<file path="src/rtl/icache_direct_if.sv">
// Fetcher-side and memory-side signals of the direct-mapped instruction cache.
// The cache uses the slave modport; the fetcher/memory environment uses master.
interface icache_direct_if;
    logic        fetch_able;
    logic [31:0] fetch_pc;
    logic        br_reset;
    logic        ins_ready;
    logic [31:0] ins_out;
    logic        mem_req;
    logic [31:0] mem_addr;
    logic [31:0] mem_data;
    logic        mem_done;

    modport slave (
        input  fetch_able, fetch_pc, br_reset, mem_data, mem_done,
        output ins_ready, ins_out, mem_req, mem_addr
    );

    modport master (
        output fetch_able, fetch_pc, br_reset, mem_data, mem_done,
        input  ins_ready, ins_out, mem_req, mem_addr
    );
endinterface

</file>
<file path="src/rtl/icache_direct.sv">
// Direct-mapped read-only instruction cache; misses fill a whole line word by word.
// Optional hit/miss counters are built when ICACHE_STATS_EN is defined.
//
// state | meaning
// IDLE  | accept a fetch: hit answers next cycle, miss starts a line fill
// FILL  | one word per mem_done until the line is complete
// RESP  | answer the latched request unless it was flushed
// GAP   | one dead cycle so the fetcher can move fetch_pc
module icache_direct #(
    parameter int INDEX_BITS = 4,
    parameter int OFFS_BITS  = 2
) (
    input  logic clk_in,
    input  logic rst_in,
    input  logic rdy_in,
    icache_direct_if.slave bus
`ifdef ICACHE_STATS_EN
    ,
    output logic [31:0] stat_hit,
    output logic [31:0] stat_miss
`endif
);
    localparam int TAG_BITS = 30 - INDEX_BITS - OFFS_BITS;
    localparam int LINES    = 1 << INDEX_BITS;
    localparam int WORDS    = 1 << OFFS_BITS;

    typedef enum logic [1:0] {IDLE, FILL, RESP, GAP} state_t;
    state_t state, state_nxt;

    logic [TAG_BITS-1:0] tag_mem  [LINES];
    logic [31:0]         data_mem [LINES*WORDS];
    logic [LINES-1:0]    valid;

    logic [31:2]          pc_q;
    logic [OFFS_BITS-1:0] cnt;
    logic                 pend;

    logic [TAG_BITS-1:0]   req_tag, lat_tag;
    logic [INDEX_BITS-1:0] req_idx, lat_idx;
    logic [OFFS_BITS-1:0]  req_offs, lat_offs;
    logic                  lookup_hit;
    logic                  accept, do_hit, do_miss, fill_wr, fill_last, deliver;
    logic                  unused_pc_bits;

    assign req_tag  = bus.fetch_pc[31 -: TAG_BITS];
    assign req_idx  = bus.fetch_pc[2+OFFS_BITS +: INDEX_BITS];
    assign req_offs = bus.fetch_pc[2 +: OFFS_BITS];
    assign lat_tag  = pc_q[31 -: TAG_BITS];
    assign lat_idx  = pc_q[2+OFFS_BITS +: INDEX_BITS];
    assign lat_offs = pc_q[2 +: OFFS_BITS];
    assign unused_pc_bits = ^bus.fetch_pc[1:0];

    assign lookup_hit = valid[req_idx] && (tag_mem[req_idx] == req_tag);

    always_ff @(posedge clk_in) begin
        if (rst_in)
            state <= IDLE;
        else if (rdy_in)
            state <= state_nxt;
    end

    always_comb begin
        state_nxt = state;
        case (state)
            IDLE: if (bus.fetch_able && !bus.br_reset)
                      state_nxt = lookup_hit ? GAP : FILL;
            FILL: if (bus.mem_done && (&cnt))
                      state_nxt = RESP;
            RESP: state_nxt = (pend && !bus.br_reset) ? GAP : IDLE;
            GAP:  state_nxt = IDLE;
            default: state_nxt = IDLE;
        endcase
    end

    always_comb begin
        accept    = 1'b0;
        do_hit    = 1'b0;
        do_miss   = 1'b0;
        fill_wr   = 1'b0;
        fill_last = 1'b0;
        deliver   = 1'b0;
        case (state)
            IDLE: begin
                accept  = bus.fetch_able && !bus.br_reset;
                do_hit  = accept && lookup_hit;
                do_miss = accept && !lookup_hit;
            end
            FILL: begin
                fill_wr   = bus.mem_done;
                fill_last = bus.mem_done && (&cnt);
            end
            RESP:    deliver = pend && !bus.br_reset;
            default: ;
        endcase
    end

    // A flush during FILL only kills the response; the line still completes.
    always_ff @(posedge clk_in) begin
        if (rst_in) begin
            bus.ins_ready <= 1'b0;
            bus.ins_out   <= '0;
            bus.mem_req   <= 1'b0;
            bus.mem_addr  <= '0;
            valid         <= '0;
            pc_q          <= '0;
            cnt           <= '0;
            pend          <= 1'b0;
        end else if (rdy_in) begin
            bus.ins_ready <= do_hit || deliver;
            if (do_hit)
                bus.ins_out <= data_mem[{req_idx, req_offs}];
            if (deliver)
                bus.ins_out <= data_mem[{lat_idx, lat_offs}];
            if (accept)
                pc_q <= bus.fetch_pc[31:2];
            if (do_miss) begin
                bus.mem_req  <= 1'b1;
                bus.mem_addr <= {bus.fetch_pc[31:2+OFFS_BITS], {(2+OFFS_BITS){1'b0}}};
                cnt          <= '0;
                pend         <= 1'b1;
            end
            if (fill_wr) begin
                if (fill_last) begin
                    valid[lat_idx] <= 1'b1;
                    bus.mem_req    <= 1'b0;
                end else begin
                    cnt          <= cnt + 1'b1;
                    bus.mem_addr <= bus.mem_addr + 32'd4;
                end
            end
            if (bus.br_reset || state == RESP)
                pend <= 1'b0;
        end
    end

    always_ff @(posedge clk_in) begin
        if (rdy_in && !rst_in && fill_wr) begin
            data_mem[{lat_idx, cnt}] <= bus.mem_data;
            if (fill_last)
                tag_mem[lat_idx] <= lat_tag;
        end
    end

`ifdef ICACHE_STATS_EN
    always_ff @(posedge clk_in) begin
        if (rst_in) begin
            stat_hit  <= '0;
            stat_miss <= '0;
        end else if (rdy_in) begin
            if (do_hit && stat_hit != 32'hFFFF_FFFF)
                stat_hit <= stat_hit + 32'd1;
            if (do_miss && stat_miss != 32'hFFFF_FFFF)
                stat_miss <= stat_miss + 32'd1;
        end
    end
`endif
endmodule

</file>
<file path="src/flat_wrapper.sv">
// flat-port wrapper written by rule: the top's interface ports become plain ports
module icache_direct_flat 
#(
    parameter int INDEX_BITS = 4,
    parameter int OFFS_BITS  = 2
)
  (clk_in, rst_in, rdy_in, bus_fetch_able, bus_fetch_pc, bus_br_reset, bus_mem_data, bus_mem_done, bus_ins_ready, bus_ins_out, bus_mem_req, bus_mem_addr);
  icache_direct_if bus_i ();
  input  logic clk_in;
  input  logic rst_in;
  input  logic rdy_in;
  input wire logic [$bits(bus_i.fetch_able)-1:0] bus_fetch_able;
  input wire logic [$bits(bus_i.fetch_pc)-1:0] bus_fetch_pc;
  input wire logic [$bits(bus_i.br_reset)-1:0] bus_br_reset;
  input wire logic [$bits(bus_i.mem_data)-1:0] bus_mem_data;
  input wire logic [$bits(bus_i.mem_done)-1:0] bus_mem_done;
  output wire logic [$bits(bus_i.ins_ready)-1:0] bus_ins_ready;
  output wire logic [$bits(bus_i.ins_out)-1:0] bus_ins_out;
  output wire logic [$bits(bus_i.mem_req)-1:0] bus_mem_req;
  output wire logic [$bits(bus_i.mem_addr)-1:0] bus_mem_addr;
  assign bus_i.fetch_able = bus_fetch_able;
  assign bus_i.fetch_pc = bus_fetch_pc;
  assign bus_i.br_reset = bus_br_reset;
  assign bus_i.mem_data = bus_mem_data;
  assign bus_i.mem_done = bus_mem_done;
  assign bus_ins_ready = bus_i.ins_ready;
  assign bus_ins_out = bus_i.ins_out;
  assign bus_mem_req = bus_i.mem_req;
  assign bus_mem_addr = bus_i.mem_addr;
  icache_direct #(.INDEX_BITS(INDEX_BITS), .OFFS_BITS(OFFS_BITS)) u_core (.clk_in(clk_in), .rst_in(rst_in), .rdy_in(rdy_in), .bus(bus_i));
endmodule
</file>
<file path="config.mk">
export PLATFORM = sky130hd
export DESIGN_NAME = icache_direct_flat
export DESIGN_NICKNAME = d
export VERILOG_FILES = /design/src/rtl/icache_direct_if.sv /design/src/rtl/icache_direct.sv /design/src/flat_wrapper.sv
export SDC_FILE = /design/constraint.sdc
export NUM_CORES = 2
export LEC_CHECK = 0
export CAP_MARGIN = 15
export CELL_PAD_IN_SITES_DETAIL_PLACEMENT = 0
export CELL_PAD_IN_SITES_GLOBAL_PLACEMENT = 1
export CORE_MARGIN = 10
export CORE_UTILIZATION = 56
export CTS_CLUSTER_DIAMETER = 100
export CTS_CLUSTER_SIZE = 10
export DETAILED_ROUTE_END_ITERATION = 10
export GPL_TIMING_DRIVEN = 0
export PLACE_DENSITY_LB_ADDON = 0.08
export SLEW_MARGIN = 10
export SYNTH_ARGS = -nofsm -noshare
export SYNTH_HDL_FRONTEND = slang
export SYNTH_SLANG_ARGS = --single-unit
</file>
<file path="constraint.sdc">
create_clock -name clk_in -period 4.8 [get_ports clk_in]
set_input_delay 0.72 -clock clk_in [delete_from_list [all_inputs] [get_ports clk_in]]
set_output_delay 0.72 -clock clk_in [all_outputs]
set_load 0.02 [all_outputs]
</file>
==> results.py <==
metrics = {
    "cts": {
        "cts.hold.buffers_added": 0,
        "cts_setup_buffers": 0,
        "cts_buffers": 305,
        "clkSinkCount": 2555,
        "clockRootBuffer": "clkbuf_16",
        "clk_path_buf_depth": 4,
        "clk_latency_ns": 0.96,
        "cts.clk_slew.worst_paths_ns": 0.06,
        "h-tree-depth": 5,
        "cts_tree": "yes",
    },
    "logic_synthesis": {
        "synth_area_um2": 114900,
        "syn_area_per_cell_um2": 20.38,
        "ys_seq_area_frac": 0.6568,
        "synth.distinct_cells": 71,
        "synth_fp_nets": 5712,
        "yosysWarnings": 0,
        "synthFlopType": "edfxtp_1",
        "async_reset_ff_frac": 0,
        "syn_inst": 5640,
        "ys_seq_elements": 2555,
        "synth_edf_count": 2432,
    },
    "drt": {
        "drtIter0Drc": 15100,
        "wl_per_cell_um": 50.85,
        "drc_errors": 0,
        "wl_um": 464600,
        "ant_nets": 0,
        "via_per_inst": 7.896,
        "via_count": 72160,
        "drt_first_pass_iters": 8,
    },
    "setup_path": {
        "worstPathRequired_ns": 5.56,
        "worstSetupEndpointType": "flop",
        "worstSetupPathType": "flop to flop",
        "worst_ep_arrival_time_ns": 5.79,
        "crit_fanout": 10,
        "startpoint_type": "flop",
    },
    "sta": {
        "timing.final.setup_violations": 20,
        "rsz0062_at_grt": "yes",
        "hold_violations": 0,
        "timing.final.ws_setup_ns": -0.2382,
        "fmax_mhz": 198.5,
        "relSlewSlack": 0.06550,
        "min_period_ns": 5.038,
        "slew_viol_final": 0,
        "worst_slew_pin_slew_ns": 1.402,
        "finalCritPeriodShare": 1.050,
        "finClkSkew_ns": 0.05237,
        "fin_tns_setup_ns": -1.944,
    },
    "global_route": {
        "grt_usage": 0.4120,
        "grt_antenna_before_repair": 39,
        "grt_max_degree": 59,
        "grt-ovfl-total": 0,
        "first_global_vias": 68850,
        "grt_pass1_wl_um": 613000,
    },
    "run": {
        "cap_violations": 0,
    },
    "status": {
        "status": "finished with violations",
        "violations": "setup timing",
    },
    "layout": {
        "drive_gt1_frac": 0.3467,
        "fin_cells": 9138,
        "final_cell_area_um2": 133900,
        "area_growth_pct": 16.52,
        "finalNetCount": 6384,
        "mostFrequentLayoutCells": "2,432 x edfxtp_1, 1,232 x mux4_2, 320 x mux2i_1, 312 x clkbuf_16, 259 x clkbuf_1",
        "final_common_cell": "edfxtp_1",
    },
    "placed_design": {
        "dpl.cell_count": 8694,
        "gp_congestion": 0.9807,
        "dp_slack_ns": -2.424,
        "placed_area_um2": 125100,
        "hpwlAfterDp_um": 328900,
        "place.port_buffers": 121,
    },
    "floorplanning": {
        "coreArea_um2": 204400,
        "die_h_um": 473.0,
        "die-area_um2": 223800,
        "io_pins": 136,
        "start_util": 0.5624,
        "std_cell_rows": 166,
        "fp.dieW_um": 473.0,
    },
    "power": {
        "leakagePower_nw": 41.39,
        "p_per_area_nw_per_um2": 365.3,
        "finalPower_mw": 48.92,
        "peakVddDrop_uv": 441.1,
    },
    "min_path": {
        "hp-class": "primary input to flop",
    },
}
layer usage:
layer | track usage | up-vias | share of wire
li1 | - | 25710 | -
met2 | 0.5837 | 7155 | 0.43
met3 | 0.1595 | 1591 | 0.16
met1 | 0.5209 | 37680 | 0.32
met5 | 0 | - | 0.00028
met4 | 0.2967 | 20 | 0.092
final timing paths:
path	from	end	slack [ns]	cells after the start
worst max-delay path	flop	u_core.bus.ins_out[0]$_SDFFE_PP0P_	-0.24	13
worst min-delay path	bus_mem_data[11]	u_core.data_mem[48][11]$_DFFE_PP_	0.1	1
worst min register to register	u_core.valid[10]$_SDFFE_PP0P_	u_core.valid[10]$_SDFFE_PP0P_	0.45	1
worst max register to register	flop	u_core.bus.ins_out[0]$_SDFFE_PP0P_	-0.24	13
state kept, by name, summed over array words and instances (netlist names), 2 cells and up, named ones only:
name,flops
u_core.bus.mem_addr,32
u_core.tag_mem,384
u_core.cnt,2
u_core.data_mem,2048
u_core.valid,16
u_core.bus.ins_out,32
u_core.pc_q,30
u_core.state,2
logic make-up (layout without fill, tap and decap cells):
kind of cell	after synthesis	count (layout)	share of synthesized area
flip-flops	2555	2555	0.6568
other	0	20	0
XOR/XNOR	45	45	0.003429
AO/OA/AOI/OAI	477	477	0.02879
AND/OR/NAND/NOR	494	494	0.02135
adder cells (fa/ha/maj)	2	2	0.0002177
multiplexers	1577	1577	0.2716
buffers and inverters	490	1280	0.01777
Yosys cell counts, drive strengths merged, types with 5 or more instances:
cell type  instances  area [µm²]
edfxtp          2432       73030
mux4            1232       27750
mux2i            331        3313
clkbuf           247       927.1
buf              193       927.1
nand2            143       536.8
dfxtp            123        2462
nor2             120       450.4
a21oi            105       525.5
a22oi             85       638.1
a211oi            75       568.0
inv               47       176.4
nand3             47       235.2
nor2b             44       275.3
a31oi             35       219.0
nor3b             32       240.2
o21ai             31       155.2
o221ai            24       210.2
xnor2             23       201.4
o22ai             22       137.6
xor2              22       192.7
nor3              21       105.1
a22o              18       157.7
or3               17       106.4
a21o              16       120.1
mux2              14       157.7
and3              12       75.07
nand4             12       75.07
a2111oi           10       87.58
a221oi             9       78.83
nand3b             9       67.56
nor4b              7       61.31
nand2b             6       37.54
and2               5       31.28
nor4               5       31.28
o211ai             5       37.54
metrics by stage:
step	utilization	hold WS (ns)
final	0.6553	0.09745
after detailed placement	0.6122	0.4364
after floorplan	-	0.4211
after CTS	0.6543	0.05959
after global routing	0.6551	0.09908
after global placement	0.5847	0.4278
report_power, final:
group          switching (mW)  internal, mW  total [mW]
logic                    2.49          1.36        3.85
clock network            8.81          11.8        20.6
registers              0.0732          24.4        24.5
cell type report:
cell class / instances / area (µm²)
Timing Repair Buffer: 371 / 6096
Tap cell: 2688 / 3363
Inverter: 50 / 187.7
Fill cell: 13490 / 70460
Clock buffer: 422 / 8220
Multi-Input combinational cell: 2595 / 38190
Sequential cell: 2555 / 75500
Antenna cell: 20 / 50.05
Buffer: 434 / 2262
Clock inverter: 3 / 55.05
repair_timing:
action	in CTS	in global routing
pin swaps	1	1
resized for setup	110	40
endpoints found under the setup margin	33	21
hold endpoints to repair	0	0
worst max-delay path: stages, from the launching register on:
cell and delay (ns):
dfxtp_1 0.32, clkbuf_1 0.35, buf_6 0.29, buf_4 0.33, buf_6 0.40, buf_6 0.37, buf_4 0.38, mux4_2 0.55
mux2i_1 0.48, a22oi_1 0.18, nand3_1 0.17, o2111ai_2 0.38, nor3b_2 0.50, a211oi_1 0.09
No activity file was read; power rests on OpenSTA's default activity.
